**config.mk**
```make
export PLATFORM = sky130hd
export DESIGN_NAME = dmem_access_ctrl_flat
export DESIGN_NICKNAME = d
export VERILOG_FILES = /design/src/rtl/dmem_pkg.sv /design/src/rtl/dmem_access_ctrl_if.sv /design/src/rtl/dmem_lane_unit.sv /design/src/rtl/dmem_access_ctrl.sv /design/src/flat_wrapper.sv
export SDC_FILE = /design/constraint.sdc
export NUM_CORES = 1
export LEC_CHECK = 0
export ABC_AREA = 1
export CAP_MARGIN = 10
export CORE_ASPECT_RATIO = 0.8
export CORE_MARGIN = 3
export CORE_UTILIZATION = 47
export CTS_CLUSTER_SIZE = 40
export DETAILED_ROUTE_END_ITERATION = 10
export PLACE_DENSITY = 0.89
export SKIP_CTS_REPAIR_TIMING = 1
export SLEW_MARGIN = 5
export SYNTH_ARGS = -nofsm -noshare
export SYNTH_HDL_FRONTEND = slang
export SYNTH_SLANG_ARGS = --single-unit
```
**constraint.sdc**
```tcl
create_clock -name clk -period 3.93 [get_ports clk]
set_input_delay 0.393 -clock clk [delete_from_list [all_inputs] [get_ports clk]]
set_output_delay 0.393 -clock clk [all_outputs]
set_load 0.02 [all_outputs]
```
**src/rtl/dmem_pkg.sv**
```systemverilog
// Shared encodings for the data-memory access controller: request sizes,
// FSM states and byte/half lane selection for either endianness.
package dmem_pkg;

    localparam logic [1:0] SZ_BYTE = 2'b00;
    localparam logic [1:0] SZ_HALF = 2'b01;
    localparam logic [1:0] SZ_WORD = 2'b10;
    localparam logic [1:0] SZ_ILL  = 2'b11;

    typedef enum logic [2:0] {
        ST_IDLE   = 3'd0,
        ST_LOAD   = 3'd1,
        ST_STORE  = 3'd2,
        ST_RMW_RD = 3'd3,
        ST_RMW_WR = 3'd4,
        ST_RESP   = 3'd5
    } state_t;

    // Physical byte position within the 32-bit word for a byte address offset.
    function automatic logic [1:0] byte_lane(input logic [1:0] addr_lo, input logic big_endian);
        return big_endian ? ~addr_lo : addr_lo;
    endfunction

    // Physical half position (0 = bits 15:0, 1 = bits 31:16) for addr[1].
    function automatic logic half_lane(input logic addr_1, input logic big_endian);
        return big_endian ? ~addr_1 : addr_1;
    endfunction

endpackage

```
**src/rtl/dmem_access_ctrl_if.sv**
```systemverilog
// Pipeline request/response handshake plus the single-port memory bus.
interface dmem_access_ctrl_if;
    logic        req_valid;
    logic        req_ready;
    logic        req_we;
    logic [1:0]  req_size;
    logic        req_unsigned;
    logic [31:0] req_addr;
    logic [31:0] req_wdata;
    logic        resp_valid;
    logic [31:0] resp_rdata;
    logic        resp_err;
    logic        mem_R_W;
    logic [31:0] mem_Addr;
    logic [31:0] mem_Data_in;
    logic [31:0] mem_Data_out;

    modport slave (
        input  req_valid, req_we, req_size, req_unsigned, req_addr, req_wdata, mem_Data_out,
        output req_ready, resp_valid, resp_rdata, resp_err, mem_R_W, mem_Addr, mem_Data_in
    );

    modport master (
        output req_valid, req_we, req_size, req_unsigned, req_addr, req_wdata, mem_Data_out,
        input  req_ready, resp_valid, resp_rdata, resp_err, mem_R_W, mem_Addr, mem_Data_in
    );
endinterface

```
**src/rtl/dmem_lane_unit.sv**
```systemverilog
// Combinational lane logic: extracts and extends load data, and merges
// sub-word store data into a read word for read-modify-write.
module dmem_lane_unit
    import dmem_pkg::*;
#(
    parameter bit BIG_ENDIAN = 1'b0
) (
    input  logic [31:0] word_i,
    input  logic [1:0]  addr_lo_i,
    input  logic [1:0]  size_i,
    input  logic        unsigned_i,
    input  logic [31:0] wdata_i,
    output logic [31:0] rdata_o,
    output logic [31:0] merged_o
);

    function automatic logic [31:0] extract_ext(input logic [31:0] word, input logic [1:0] lo,
                                                input logic [1:0] size, input logic uns);
        logic [1:0]  bl;
        logic        hl;
        logic [7:0]  b;
        logic [15:0] h;
        bl = byte_lane(lo, BIG_ENDIAN);
        hl = half_lane(lo[1], BIG_ENDIAN);
        b  = word[{bl, 3'b000} +: 8];
        h  = word[{hl, 4'b0000} +: 16];
        case (size)
            SZ_BYTE: return uns ? {24'h0, b} : {{24{b[7]}}, b};
            SZ_HALF: return uns ? {16'h0, h} : {{16{h[15]}}, h};
            default: return word;
        endcase
    endfunction

    function automatic logic [31:0] merge(input logic [31:0] word, input logic [1:0] lo,
                                          input logic [1:0] size, input logic [31:0] wdata);
        logic [31:0] m;
        logic [1:0]  bl;
        logic        hl;
        bl = byte_lane(lo, BIG_ENDIAN);
        hl = half_lane(lo[1], BIG_ENDIAN);
        m  = word;
        case (size)
            SZ_BYTE: m[{bl, 3'b000} +: 8]   = wdata[7:0];
            SZ_HALF: m[{hl, 4'b0000} +: 16] = wdata[15:0];
            default: m = wdata;
        endcase
        return m;
    endfunction

    always_comb begin
        rdata_o  = extract_ext(word_i, addr_lo_i, size_i, unsigned_i);
        merged_o = merge(word_i, addr_lo_i, size_i, wdata_i);
    end

endmodule

```
**src/rtl/dmem_access_ctrl.sv**
```systemverilog
// Byte-addressed load/store initiator for a word-addressed single-port memory;
// sub-word stores are read-modify-write, loads return extended lane data.
module dmem_access_ctrl
    import dmem_pkg::*;
#(
    parameter int MEM_WORDS  = 1024,
    parameter bit BIG_ENDIAN = 1'b0
) (
    input logic           clk,
    input logic           rst,
    dmem_access_ctrl_if.slave bus
);

    localparam logic [31:0] MEM_WORDS_W = 32'(MEM_WORDS);

    state_t      state_q, state_d;
    logic        we_q, we_d;
    logic [1:0]  size_q, size_d;
    logic        uns_q, uns_d;
    logic [31:0] addr_q, addr_d;
    logic [31:0] wdata_q, wdata_d;
    logic [31:0] rdata_q, rdata_d;
    logic        err_q, err_d;

    logic        accept;
    logic        req_err;
    logic [31:0] lane_rdata;
    logic [31:0] lane_merged;

    dmem_lane_unit #(.BIG_ENDIAN(BIG_ENDIAN)) u_lane (
        .word_i    (bus.mem_Data_out),
        .addr_lo_i (addr_q[1:0]),
        .size_i    (size_q),
        .unsigned_i(uns_q),
        .wdata_i   (wdata_q),
        .rdata_o   (lane_rdata),
        .merged_o  (lane_merged)
    );

    assign accept = bus.req_valid && (state_q == ST_IDLE);

    always_comb begin
        req_err = (bus.req_size == SZ_ILL)
               || ((bus.req_size == SZ_HALF) && bus.req_addr[0])
               || ((bus.req_size == SZ_WORD) && (bus.req_addr[1:0] != 2'b00))
               || ({2'b00, bus.req_addr[31:2]} >= MEM_WORDS_W);
    end

    always_ff @(posedge clk or posedge rst) begin
        if (rst) state_q <= ST_IDLE;
        else     state_q <= state_d;
    end

    always_ff @(posedge clk or posedge rst) begin
        if (rst) begin
            we_q    <= 1'b0;
            size_q  <= SZ_BYTE;
            uns_q   <= 1'b0;
            addr_q  <= '0;
            wdata_q <= '0;
            rdata_q <= '0;
            err_q   <= 1'b0;
        end else begin
            we_q    <= we_d;
            size_q  <= size_d;
            uns_q   <= uns_d;
            addr_q  <= addr_d;
            wdata_q <= wdata_d;
            rdata_q <= rdata_d;
            err_q   <= err_d;
        end
    end

    always_comb begin
        state_d = state_q;
        we_d    = we_q;
        size_d  = size_q;
        uns_d   = uns_q;
        addr_d  = addr_q;
        wdata_d = wdata_q;
        rdata_d = rdata_q;
        err_d   = err_q;
        case (state_q)
            ST_IDLE: begin
                if (accept) begin
                    we_d    = bus.req_we;
                    size_d  = bus.req_size;
                    uns_d   = bus.req_unsigned;
                    addr_d  = bus.req_addr;
                    wdata_d = bus.req_wdata;
                    rdata_d = '0;
                    err_d   = req_err;
                    if (req_err)                    state_d = ST_RESP;
                    else if (!bus.req_we)           state_d = ST_LOAD;
                    else if (bus.req_size == SZ_WORD) state_d = ST_STORE;
                    else                            state_d = ST_RMW_RD;
                end
            end
            ST_LOAD: begin
                rdata_d = lane_rdata;
                state_d = ST_RESP;
            end
            ST_STORE:  state_d = ST_RESP;
            // The merged word replaces the store data so mem_Data_in stays a plain register.
            ST_RMW_RD: begin
                wdata_d = lane_merged;
                state_d = ST_RMW_WR;
            end
            ST_RMW_WR: state_d = ST_RESP;
            ST_RESP:   state_d = ST_IDLE;
            default:   state_d = ST_IDLE;
        endcase
    end

    assign bus.req_ready   = (state_q == ST_IDLE);
    assign bus.resp_valid  = (state_q == ST_RESP);
    assign bus.resp_rdata  = rdata_q;
    assign bus.resp_err    = err_q;
    assign bus.mem_R_W     = (state_q == ST_STORE) || (state_q == ST_RMW_WR);
    assign bus.mem_Addr    = {2'b00, addr_q[31:2]};
    assign bus.mem_Data_in = wdata_q;

endmodule

```
**src/flat_wrapper.sv**
```systemverilog
// flat-port wrapper written by rule: the top's interface ports become plain ports
module dmem_access_ctrl_flat import dmem_pkg::*;
#(
    parameter int MEM_WORDS  = 1024,
    parameter bit BIG_ENDIAN = 1'b0
)
  (clk, rst, bus_req_valid, bus_req_we, bus_req_size, bus_req_unsigned, bus_req_addr, bus_req_wdata, bus_mem_Data_out, bus_req_ready, bus_resp_valid, bus_resp_rdata, bus_resp_err, bus_mem_R_W, bus_mem_Addr, bus_mem_Data_in);
  dmem_access_ctrl_if bus_i ();
  input logic clk;
  input logic rst;
  input wire logic [$bits(bus_i.req_valid)-1:0] bus_req_valid;
  input wire logic [$bits(bus_i.req_we)-1:0] bus_req_we;
  input wire logic [$bits(bus_i.req_size)-1:0] bus_req_size;
  input wire logic [$bits(bus_i.req_unsigned)-1:0] bus_req_unsigned;
  input wire logic [$bits(bus_i.req_addr)-1:0] bus_req_addr;
  input wire logic [$bits(bus_i.req_wdata)-1:0] bus_req_wdata;
  input wire logic [$bits(bus_i.mem_Data_out)-1:0] bus_mem_Data_out;
  output wire logic [$bits(bus_i.req_ready)-1:0] bus_req_ready;
  output wire logic [$bits(bus_i.resp_valid)-1:0] bus_resp_valid;
  output wire logic [$bits(bus_i.resp_rdata)-1:0] bus_resp_rdata;
  output wire logic [$bits(bus_i.resp_err)-1:0] bus_resp_err;
  output wire logic [$bits(bus_i.mem_R_W)-1:0] bus_mem_R_W;
  output wire logic [$bits(bus_i.mem_Addr)-1:0] bus_mem_Addr;
  output wire logic [$bits(bus_i.mem_Data_in)-1:0] bus_mem_Data_in;
  assign bus_i.req_valid = bus_req_valid;
  assign bus_i.req_we = bus_req_we;
  assign bus_i.req_size = bus_req_size;
  assign bus_i.req_unsigned = bus_req_unsigned;
  assign bus_i.req_addr = bus_req_addr;
  assign bus_i.req_wdata = bus_req_wdata;
  assign bus_i.mem_Data_out = bus_mem_Data_out;
  assign bus_req_ready = bus_i.req_ready;
  assign bus_resp_valid = bus_i.resp_valid;
  assign bus_resp_rdata = bus_i.resp_rdata;
  assign bus_resp_err = bus_i.resp_err;
  assign bus_mem_R_W = bus_i.mem_R_W;
  assign bus_mem_Addr = bus_i.mem_Addr;
  assign bus_mem_Data_in = bus_i.mem_Data_in;
  dmem_access_ctrl #(.MEM_WORDS(MEM_WORDS), .BIG_ENDIAN(BIG_ENDIAN)) u_core (.clk(clk), .rst(rst), .bus(bus_i));
endmodule
```
==> results.cfg <==
[run_status]
outcome = finished, final reports clean

[hold_path]
hold_path_class = reg2reg

[cells_and_area]
drive_above_1_share = 0.0433
num_antenna_cells = 0
multi_input_area_um2 = 2770
final.fill_count = 1052
mostFrequentLayoutCell = nand2_1
regArea_um2 = 2580
final_net_count = 1119
syn_to_final_growth_pct = 35.7
finalInstanceArea_um2 = 8180
final_cell_mix = nand2_1 (336), clkdlybuf4s50_1 (200), dfrtp_1 (103), o21ai_0 (71), a21oi_1 (67)

[pwr]
total_power_uw = 6080
p_leak_uw = 0.00388
p_per_area_nw_per_um2 = 743
max-vdd-ir-drop_v = 0.000468

[placed_design]
routabilityCongestion = 0.979
numPortBuffers = 200
dp.final_hpwl_mm = 15.1
dpl_cell_area_um2 = 7870

[synthesis]
async_reset_ff_frac = 1.00
yosys.area_share.simple = 0.304
synth_ff_type = dfrtp_1
synth_top_family_by_area = simple AND/OR/NAND/NOR gates
ys_seq_elements = 103
synthMuxAreaShare = 0
synth_top_area_cell = dfrtp_1
syn_inst = 864
synth-edff-count = 0
ys_seq_area_frac = 0.428
yosysTopAreaCellShare = 0.428
synth.area.top_cells = dfrtp_1 (43%), nand2_1 (21%), o21ai_0 (5.9%), a21oi_1 (5.6%), buf_4 (4.9%)
synth_compound_area_frac = 0.144
yosysWarnings = 0
syn_area_per_cell_um2 = 6.98
synth_xor_area_frac = 0
syn-cell-area_um2 = 6030
synthAdderAreaFrac = 0.0104
ys_types = 32

[floorplanning]
core-area_um2 = 12300
die_area_um2 = 14200
fp.dieH_um = 107
std_cell_rows = 36
start_util = 0.488
num_io_pins = 203
dieWidth_um = 133

[setup_path]
crit_path_end_kind = register
path_class = reg2reg
cpPeakStageDelay_ps = 710
crit_required_ps = 4170
reg2reg_slack_ps = 910
path_max_fanout = 26
worstPathArrival_ps = 3260
cpMostUsedCell = nand2_1
cpMaxStageDelayCell = dfrtp_1
path_cells = inv_1, nand2_1, nand2_2, nand2_4, a21oi_2, inv_1, nand2_1, nand2_1
start_kind = register

[clocking]
numCtsBuffers = 9
clk_latency_ps = 350
htree_num_levels = 3
cts-root-buf = clkbuf_16
clk_pin_slew_ps = 70
clock_path_buffers = 2
cts_tree = done
clock-sinks = 103

[sta]
layout_worst_path_cycle_share = 0.769
fin_worst_skew_ps = 8.83
slew_headroom = 0.339
fmax_mhz = 331
worstMarginPinSlew_ps = 992
final-setup-viol-count = 0
min_period_ps = 3020
rsz0062_at_grt = false
hold_viol_final = 0
slew_viol_final = 0
fin_setup_tns_ps = 0

[drt]
viasPerCell = 5.31
ant_nets = 0
num_vias = 6299
first_iter_violations = 742
wire_per_inst_um = 16.6
drt_pass1_iterations = 5
drc_errors = 0
drt_wl_total_mm = 19.7

[job]
drv_cap = 0

[global_routing]
grt_max_degree = 82
antenna_found_initial = 0
grt_pass1_wl_mm = 31.5
grt_usage = 0.277
grt_pass1_vias = 5952
grt_remaining_overflow = 0
[flip-flops by register name, summed over array words and instances, names as in the netlist]
name / count
u_core.uns_q: 1
u_core.bus.mem_Data_in: 32
u_core.state_q: 3
u_core.addr_q: 32
u_core.bus.resp_rdata: 32
u_core.size_q: 2
u_core.bus.resp_err: 1
[through the flow]
stage,cells,hold WS (ps),worst slack [ps],utilization
global route,1187,505,678,0.663
detailed placement,1171,464,1050,0.637
floorplan,865,450,833,-
CTS,1187,485,1040,0.663
global placement,1171,462,1200,0.637
finish,1187,483,909,0.663
[where the power goes]
group / switching (µW) / internal, µW / leakage, µW
Sequential: 378 / 1510 / 0.00128
Combinational: 1940 / 1310 / 0.00244
Clock: 410 / 535 / 0.000157
Total: 2730 / 3350 / 0.00388
[cell type report]
class	count	share of cell area
multi-input combinational	624	0.339
sequential	103	0.315
clock inverter	5	0.00749
clock buffer	11	0.0309
tap	171	0.0262
timing repair buffer	207	0.251
inverter	66	0.0306
[cell families (layout without fill, tap and decap cells)]
group | count (synthesis) | after routing
AO/OA/AOI/OAI | 164 | 164
adder cells (fa/ha/maj) | 5 | 5
buffers and inverters | 138 | 289
flip-flops | 103 | 103
other | 1 | 2
AND/OR/NAND/NOR | 453 | 453
[Yosys cell counts (2+ instances only)]
library cell / count
nand2_1: 336
o22ai_1: 7
o211ai_1: 5
nand2_2: 4
inv_2: 6
buf_1: 2
a22oi_1: 2
a21oi_1: 67
o21ai_1: 5
buf_4: 39
ha_1: 5
buf_2: 10
clkbuf_1: 20
nor2_1: 59
o21ai_0: 71
nand4_1: 4
inv_1: 59
a21boi_0: 5
nor2_2: 3
dfrtp_1: 103
nand3_1: 40
nor2_4: 2
[worst paths after layout]
| check | start | end | cells after the start |
|---|---|---|---|
| max | u_core.size_q[1] | u_core.bus.mem_Data_in[6] | 8 |
| min | u_core.addr_q[18] | u_core.addr_q[18] | 2 |
| max reg2reg | u_core.size_q[1] | u_core.bus.mem_Data_in[6] | 8 |
| min reg2reg | u_core.addr_q[18] | u_core.addr_q[18] | 2 |
| max in group asynchronous | rst | u_core.addr_q[10] | 3 |
| min in group asynchronous | rst | u_core.bus.resp_rdata[29] | 2 |
[worst max-delay path, delay by kind of cell, from the launching register on]
kind / cells / cell delay, ps
compound gates: 1 / 450
buf+inv: 2 / 870
flops: 1 / 710
simple gates: 5 / 880
[layer usage]
| metal | global-route usage | wire length, µm | vias to the layer above |
|---|---|---|---|
| li1 | - | - | 3002 |
| met1 | 0.405 | 8490 | 2908 |
| met2 | 0.408 | 8600 | 360 |
| met3 | 0.0808 | 2300 | 29 |
| met4 | 0.0601 | 291 | 0 |
| met5 | 0 | 0 | - |
Power figures use the tool's default switching activity.
